File: src/rtl/pclk_lock_monitor.sv
// pclk_lock_monitor
//   Post-lock supervisor for the PCLK phase-alignment loop. After AlignLock
//   rises it waits SETTLE_CYC cycles, captures the settled sampled level of
//   PCLK_Slave over one window, then checks every window for drift. After
//   BAD_WIN_MAX consecutive bad windows (or CAP_RETRY ambiguous captures) it
//   raises realign_req until the sequencer acknowledges.
//
// Ports
//   rst           in   async reset, active-high
//   PCLK_Master   in   monitor clock
//   PCLK_Slave    in   supervised clock, sampled as data
//   AlignLock     in   aligner lock flag (asynchronous)
//   realign_ack   in   sequencer acknowledge level (asynchronous)
//   lock_ok       out  1 only while in MONITOR
//   ref_level     out  captured reference level of the sampled slave clock
//   drift_flag    out  sticky bad-window flag, cleared on entry to CAPTURE
//   realign_req   out  realignment request, high only in REQ
//   bad_win_cnt   out  consecutive bad-window count (saturates at 15)
//   peak_mismatch out  largest per-window mismatch count since CAPTURE entry
//   state_dbg     out  current FSM state encoding
//
// Request handshake: realign_req rises on entry to REQ and holds until the
// synchronised realign_ack is seen high, then drops (WAIT_DROP). The monitor
// only returns to IDLE once both AlignLock and realign_ack are seen low, so a
// new request cannot be raised before the sequencer has released its ack.
module pclk_lock_monitor #(
  parameter int WIN_LOG2    = 7,
  parameter int GLITCH_MAX  = 4,
  parameter int BAD_WIN_MAX = 3,
  parameter int SETTLE_CYC  = 256,
  parameter int CAP_RETRY   = 3
) (
  input  logic                rst,
  input  logic                PCLK_Master,
  input  logic                PCLK_Slave,
  input  logic                AlignLock,
  input  logic                realign_ack,
  output logic                lock_ok,
  output logic                ref_level,
  output logic                drift_flag,
  output logic                realign_req,
  output logic [3:0]          bad_win_cnt,
  output logic [WIN_LOG2:0]   peak_mismatch,
  output logic [2:0]          state_dbg
);

  typedef enum logic [2:0] {
    ST_IDLE      = 3'd0,
    ST_SETTLE    = 3'd1,
    ST_CAPTURE   = 3'd2,
    ST_MONITOR   = 3'd3,
    ST_REQ       = 3'd4,
    ST_WAIT_DROP = 3'd5
  } state_t;

  localparam int CW = WIN_LOG2 + 1;
  localparam logic [CW-1:0] GLITCH_LIM  = CW'(GLITCH_MAX);
  localparam logic [CW-1:0] HIGH_LIM    = CW'((1 << WIN_LOG2) - GLITCH_MAX);
  localparam logic [3:0]    BAD_LIM     = 4'(BAD_WIN_MAX);
  localparam logic [3:0]    RETRY_LIM   = 4'(CAP_RETRY);
  localparam logic [15:0]   SETTLE_LAST = 16'(SETTLE_CYC - 1);

  state_t              state;
  logic [1:0]          slave_sync, lock_sync, ack_sync;
  logic [WIN_LOG2-1:0] win_cnt;
  logic                win_done;   // high in the cycle after the last window cycle
  logic [CW-1:0]       mis_cnt;    // holds the final window count while win_done
  logic [15:0]         settle_cnt;
  logic [3:0]          retry_cnt;

  logic s_slave, s_lock, s_ack;
  logic mon_sample, cap_low, cap_high, win_bad;
  logic [3:0]    bad_next, retry_next;
  logic [CW-1:0] slave_ext, mon_ext, new_ref_ext;

  assign s_slave = slave_sync[1];
  assign s_lock  = lock_sync[1];
  assign s_ack   = ack_sync[1];

  assign mon_sample  = s_slave ^ ref_level;
  assign slave_ext   = {{WIN_LOG2{1'b0}}, s_slave};
  assign mon_ext     = {{WIN_LOG2{1'b0}}, mon_sample};
  // First sample of the next window, judged against the level being captured.
  assign new_ref_ext = {{WIN_LOG2{1'b0}}, s_slave ^ cap_high};

  assign cap_low    = (mis_cnt <= GLITCH_LIM);
  assign cap_high   = (mis_cnt >= HIGH_LIM);
  assign win_bad    = (mis_cnt > GLITCH_LIM);
  assign bad_next   = (bad_win_cnt == 4'hF) ? 4'hF : bad_win_cnt + 4'd1;
  assign retry_next = retry_cnt + 4'd1;

  assign state_dbg = state;

  always_ff @(posedge PCLK_Master or posedge rst) begin
    if (rst) begin
      state         <= ST_IDLE;
      slave_sync    <= '0;
      lock_sync     <= '0;
      ack_sync      <= '0;
      win_cnt       <= '0;
      win_done      <= 1'b0;
      mis_cnt       <= '0;
      settle_cnt    <= '0;
      retry_cnt     <= '0;
      lock_ok       <= 1'b0;
      ref_level     <= 1'b0;
      drift_flag    <= 1'b0;
      realign_req   <= 1'b0;
      bad_win_cnt   <= '0;
      peak_mismatch <= '0;
    end else begin
      slave_sync <= {slave_sync[0], PCLK_Slave};
      lock_sync  <= {lock_sync[0], AlignLock};
      ack_sync   <= {ack_sync[0], realign_ack};

      case (state)
        ST_IDLE: begin
          win_cnt     <= '0;
          win_done    <= 1'b0;
          mis_cnt     <= '0;
          settle_cnt  <= '0;
          retry_cnt   <= '0;
          bad_win_cnt <= '0;
          lock_ok     <= 1'b0;
          realign_req <= 1'b0;
          if (s_lock) state <= ST_SETTLE;
        end

        ST_SETTLE: begin
          if (!s_lock) begin
            state       <= ST_IDLE;
            bad_win_cnt <= '0;
          end else if (settle_cnt == SETTLE_LAST) begin
            state         <= ST_CAPTURE;
            win_cnt       <= '0;
            win_done      <= 1'b0;
            mis_cnt       <= '0;
            retry_cnt     <= '0;
            drift_flag    <= 1'b0;
            peak_mismatch <= '0;
          end else begin
            settle_cnt <= settle_cnt + 16'd1;
          end
        end

        ST_CAPTURE: begin
          if (!s_lock) begin
            state       <= ST_IDLE;
            bad_win_cnt <= '0;
          end else begin
            win_cnt  <= win_cnt + 1'b1;
            win_done <= &win_cnt;
            if (win_done) begin
              if (cap_low || cap_high) begin
                state     <= ST_MONITOR;
                ref_level <= cap_high;
                lock_ok   <= 1'b1;
                mis_cnt   <= new_ref_ext;
              end else if (retry_next == RETRY_LIM) begin
                state       <= ST_REQ;
                realign_req <= 1'b1;
                mis_cnt     <= '0;
              end else begin
                retry_cnt <= retry_next;
                mis_cnt   <= slave_ext;
              end
            end else begin
              mis_cnt <= mis_cnt + slave_ext;
            end
          end
        end

        ST_MONITOR: begin
          // Losing lock wins over a simultaneous window-end decision.
          if (!s_lock) begin
            state       <= ST_IDLE;
            bad_win_cnt <= '0;
            lock_ok     <= 1'b0;
          end else begin
            win_cnt  <= win_cnt + 1'b1;
            win_done <= &win_cnt;
            if (win_done) begin
              mis_cnt <= mon_ext;
              if (mis_cnt > peak_mismatch) peak_mismatch <= mis_cnt;
              if (win_bad) begin
                drift_flag  <= 1'b1;
                bad_win_cnt <= bad_next;
                if (bad_next >= BAD_LIM) begin
                  state       <= ST_REQ;
                  realign_req <= 1'b1;
                  lock_ok     <= 1'b0;
                end
              end else begin
                bad_win_cnt <= '0;
              end
            end else begin
              mis_cnt <= mis_cnt + mon_ext;
            end
          end
        end

        ST_REQ: begin
          // Lock loss is ignored here; the request holds until acknowledged.
          if (s_ack) begin
            state       <= ST_WAIT_DROP;
            realign_req <= 1'b0;
          end
        end

        ST_WAIT_DROP: begin
          realign_req <= 1'b0;
          if (!s_lock && !s_ack) state <= ST_IDLE;
        end

        default: state <= ST_IDLE;
      endcase
    end
  end

endmodule

File: config.mk
export PLATFORM = sky130hd
export DESIGN_NAME = pclk_lock_monitor
export DESIGN_NICKNAME = d
export VERILOG_FILES = /design/src/rtl/pclk_lock_monitor.sv
export SDC_FILE = /design/constraint.sdc
export NUM_CORES = 1
export LEC_CHECK = 0
export ABC_AREA = 1
export CAP_MARGIN = 20
export CORE_ASPECT_RATIO = 0.9
export CORE_MARGIN = 4
export CORE_UTILIZATION = 44
export DETAILED_ROUTE_END_ITERATION = 12
export GPL_TIMING_DRIVEN = 0
export PLACE_DENSITY = 0.69
export SYNTH_ARGS = -nofsm -noshare
export SYNTH_HDL_FRONTEND = slang
export SYNTH_SLANG_ARGS = --single-unit
export TNS_END_PERCENT = 30
File: constraint.sdc
create_clock -name PCLK_Master -period 2.6 [get_ports PCLK_Master]
set_input_delay 0.78 -clock PCLK_Master [delete_from_list [all_inputs] [get_ports PCLK_Master]]
set_output_delay 0.78 -clock PCLK_Master [all_outputs]
set_load 0.03 [all_outputs]
==> results.md <==
| Stage | Parameter | Value |
|:---|:---|:---|
| run status | Outcome | complete, no violations |
| clock tree | Number of hold buffers added after cts | 0 |
| clock tree | # clock sinks | 61 |
| yosys | Top cells by area, synth | sky130_fd_sc_hd__dfrtp_1 37%, sky130_fd_sc_hd__nand2_1 14%, sky130_fd_sc_hd__inv_1 6.0% |
| placed design | Global placer's final weighted congestion | 0.873 |
| detailed routing | Wire length after detailed routing | 9.10 mm |
| clock tree | CTS clk-pin slew, worst paths | 0.06 ns |
| floorplan | Die outline area | 0.0111 mm2 |
| timing | Final Critical Period | 2.31 ns |
| hold path | Endpoint of the worst hold-timing path | ack_sync[1]$_DFF_PP0_ |
| clock tree | Clock tree from TritonCTS | built |
| yosys | Share of the yosys chip area belonging to registers | 36.6% |
| detailed routing | Met2 WL post-DR | 4.29 mm |
| clock tree | Number of post-CTS setup repair buffers | 0 |
| timing | Setup repair after global routing missed its margin | no |
| timing | Highest achievable clock rate | 0.434 GHz |
| timing | Relative slew slack | 55.6% |
| global route | Largest net degree at the start of global routing | 34 |
| power | Ratio of total power to cell area | 766 mW/mm2 |
| hold path | Hold path depth | 0 |
| global route | Vias in the first global route | 3487 |
| setup path | Series of cell instances along the critical path | clkdlybuf4s50_1 |
| detailed routing | Count of antenna-violating nets left after detailed routing | 0 |
| timing | Number of hold-slack violations in the final timing report | 0 |
| power | Leakage power | 2.18 nW |
| timing | Worst Skew | 0.0110 ns |
| yosys | Most frequent cell after synthesis | sky130_fd_sc_hd__nand2_1 |
| global route | Antenna violations before repair | 0 |
| setup path | Maximum fanout encountered on the critical timing path | 6 |
| final layout | Share of layout cells above drive strength 1 | 12.4% |
| power | Sw frac | 44.1% |
| global route | Aggregate global-route resource usage | 17.4% |
| yosys | Dominant register cell in the synthesized netlist | sky130_fd_sc_hd__dfrtp_1 |
| placed design | Worst-case setup slack after placement | 0.650 ns |
| final layout | Fraction of the core area covered by cells at the end of the flow | 51.8% |
| setup path | Family with the most delay on the worst path | buffers and inverters |
| timing | Fin worst setup slack | 0.294 ns |
| detailed routing | Highest routed layer | met4 |
| final layout | # nets final | 617 |
| global route | Total gr overflow | 0 |
| timing | Total Negative Setup Slacks | 0 ns |
| final layout | Antenna fix cells | 0 |
| setup path | Register-to-register setup slack | 0.78 ns |
| power | Net Sw Power | 1.60 mW |
| detailed routing | Average routed wire per standard cell | 12.6 um |
| placed design | Port-buffer cells | 23 |
| yosys | Synth Net Count | 582 |
| final layout | P&R area growth vs syn | 13.9% |
| timing | Total count of max-transition violations in the final report | 0 |
| setup path | Critical Path AT | 1.53 ns |
| detailed routing | Drt first pass iters | 4 |
| yosys | Cell area after technology mapping | 0.00417 mm2 |
| setup path | Worst reg2reg path startpoint | settle_cnt[0]$_DFFE_PP0P_ |
| hold path | Worst hold path class | flip-flop to flip-flop |
| power | PnR Total Power | 3.64 mW |
| power | Sequential cell fraction of total power | 31.0% |
| power | Part of the power in combinational logic | 47.6% |
| clock tree | CTS root buffer | sky130_fd_sc_hd__clkbuf_8 |
| floorplan | Core area | 0.00917 mm2 |
| detailed routing | Detailed-routed wire length on met3 | 352 um |
| job | Max capacitance violation total | 0 |
| power | IR drop worst, VDD | 0.000549 V |
| setup path | Delay of the slowest critical-path stage | 0.72 ns |
| setup path | Capturing point of the worst reg2reg path | peak_mismatch[1]$_DFFE_PP0P_ |
| yosys | Number of enable-type register cells in the synthesized netlist | 0 |
| setup path | Cell with the biggest individual delay on the critical path | sky130_fd_sc_hd__clkdlybuf4s50_1 |
| global route | Global-route wire length before repair | 16.0 mm |
| floorplan | Starting Density | 45.5% |
| floorplan | Number of standard-cell rows in the floorplan | 33 |
| clock tree | Post-CTS Resized | 0 |
| yosys | Share of synthesized flip-flops with an asynchronous set or reset | 100% |
| clock tree | Clock buffer count from CTS | 9 |
| placed design | DPL Wire Length | 6.92 mm |
| placed design | Number of placed cells counting well taps | 706 |
| clock tree | Number of levels the H-tree was split into | 3 |
| timing | Final setup vio count | 0 |
| yosys | Top cells by instance count after synthesis | 154 x sky130_fd_sc_hd__nand2_1, 67 x sky130_fd_sc_hd__inv_1, 61 x sky130_fd_sc_hd__dfrtp_1 |
| detailed routing | Remaining DRCs | 0 |
| floorplan | I/O pin count | 24 |
| yosys | Yosys synthesis warning count | 0 |
| detailed routing | Routed vias/inst | 5.08 |
| floorplan | Height of the chip | 100 um |
| hold path | Worst Hold Launch | ack_sync[0]$_DFF_PP0_ |
| yosys | Average instance area after synthesis | 7.44 um2 |
| detailed routing | Routed metal-1 wire length | 4.35 mm |
| clock tree | Maximum number of buffers from clock root to sink | 2 |
| timing | Final critical-path share of the clock period | 88.7% |
| setup path | Critical Path Sink Type | primary output |
| setup path | WS Path Type | flip-flop to primary output |
| clock tree | Clock Latency Late Sink | 0.34 ns |
| yosys | Post-synthesis register bit count | 61 |
| yosys | Number of library cell types mapped by synthesis | 42 |
| setup path | Total buffers and inverters traversed by the critical path | 1 |
| setup path | Required time of the critical path | 1.82 ns |
| power | Internal Pwr Total | 2.03 mW |
| detailed routing | Iter 0 DRT Violations | 127 |
| final layout | Filler cells | 897 |
| setup path | Reg2Reg Depth | 10 |
| yosys | Synth Instances | 560 |
| detailed routing | Via count | 3660 |
| floorplan | Die span in x | 111 um |
| yosys | Proportion of netlist area held by the largest area contributor | 36.6% |
| setup path | Crit path launch type | flip-flop |
| power | Clk pwr share | 21.4% |
| yosys | Post-synthesis cell type with the largest combined area | sky130_fd_sc_hd__dfrtp_1 |
| timing | Slew at the pin closest to its max-slew limit | 0.665 ns |
| final layout | Post-Layout Cell Count | 721 |
per-layer routing:
metal  vias to the layer above  track usage, %
li1                       1888               -
met1                      1686            22.9
met2                        74            28.7
met3                        12            3.68
met4                         0            5.97
met5                         -               0
how the worst max path moves through the flow:
| stage | start | end | slack, ns | cells past startpoint |
|---|---|---|---|---|
| after floorplan | rst | ack_sync[0]$_DFF_PP0_ | 0.31 | 1 |
| after global placement | rst | bad_win_cnt[1]$_DFFE_PP0P_ | -0.92 | 2 |
| after detailed placement | state_dbg[0]$_DFFE_PP0P_ | state_dbg[0] | 0.65 | 1 |
| after CTS | state_dbg[0]$_DFFE_PP0P_ | state_dbg[0] | 0.27 | 1 |
| after global routing | state_dbg[0]$_DFFE_PP0P_ | state_dbg[0] | 0.23 | 1 |
| final | state_dbg[0]$_DFFE_PP0P_ | state_dbg[0] | 0.29 | 1 |
state kept, by name, summed over array words and instances, names as in the netlist, 3 cells and up:
signal	flops
mis_cnt	8
retry_cnt	4
peak_mismatch	8
state_dbg	3
bad_win_cnt	4
settle_cnt	16
win_cnt	7
layout by cell type, fill, tap and decap left out, types with 3 or more instances in the layout:
| cell type | count |
|---|---|
| sky130_fd_sc_hd__o21ai_0 | 16 |
| sky130_fd_sc_hd__xor2_1 | 13 |
| sky130_fd_sc_hd__nor2_4 | 5 |
| sky130_fd_sc_hd__nand2_2 | 7 |
| sky130_fd_sc_hd__nand3_1 | 43 |
| sky130_fd_sc_hd__a21oi_1 | 15 |
| sky130_fd_sc_hd__nor2_2 | 5 |
| sky130_fd_sc_hd__nor3_1 | 6 |
| sky130_fd_sc_hd__o31ai_1 | 3 |
| sky130_fd_sc_hd__o21ai_2 | 9 |
| sky130_fd_sc_hd__nand2_1 | 154 |
| sky130_fd_sc_hd__ha_1 | 17 |
| sky130_fd_sc_hd__nand2_4 | 6 |
| sky130_fd_sc_hd__inv_2 | 8 |
| sky130_fd_sc_hd__buf_6 | 5 |
| sky130_fd_sc_hd__nand4_1 | 13 |
| sky130_fd_sc_hd__nor2_1 | 56 |
| sky130_fd_sc_hd__o22ai_1 | 8 |
| sky130_fd_sc_hd__clkbuf_8 | 12 |
| sky130_fd_sc_hd__inv_1 | 66 |
| sky130_fd_sc_hd__dfrtp_1 | 61 |
| sky130_fd_sc_hd__clkdlybuf4s50_1 | 23 |
| sky130_fd_sc_hd__o21ai_1 | 16 |
power groups by stage:
stage / logic (mW) / clock network (mW) / registers (mW)
3_3_place_gp: 1.70 / 0 / 1.14
4_1_cts: 1.73 / 0.810 / 1.13
6_report: 1.73 / 0.778 / 1.13
3_5_place_dp: 1.73 / 0 / 1.14
2_1_floorplan: 1.29 / 0 / 1.19
5_1_grt: 1.91 / 0.850 / 1.14
logic make-up after synthesis:
| kind of cell | share of synthesized area, % |
|---|---|
| compound gates | 11.1 |
| xor+xnor | 3.15 |
| fa+ha+maj | 5.11 |
| buf+inv | 9.25 |
| flops | 36.6 |
| simple gates | 34.7 |
metrics by stage:
step / cell area (um2) / hold WS (ns)
2_1_floorplan: 4170 / 0.331
3_3_place_gp: 4550 / 0.334
3_5_place_dp: 4570 / 0.346
4_1_cts: 4750 / 0.360
5_1_grt: 4750 / 0.366
6_report: 4750 / 0.355
cell type report:
class	count	area (um2)	share of cell area [%]
Clock inverter	1	5.00	0.105
Timing Repair Buffer	24	250	5.27
Sequential cell	61	1530	32.2
Inverter	77	299	6.30
Tap cell	122	153	3.22
Multi-Input combinational cell	414	2250	47.5
Clock buffer	14	173	3.64
Buffer	8	86.3	1.82
(Power assumes the default switching activity.)
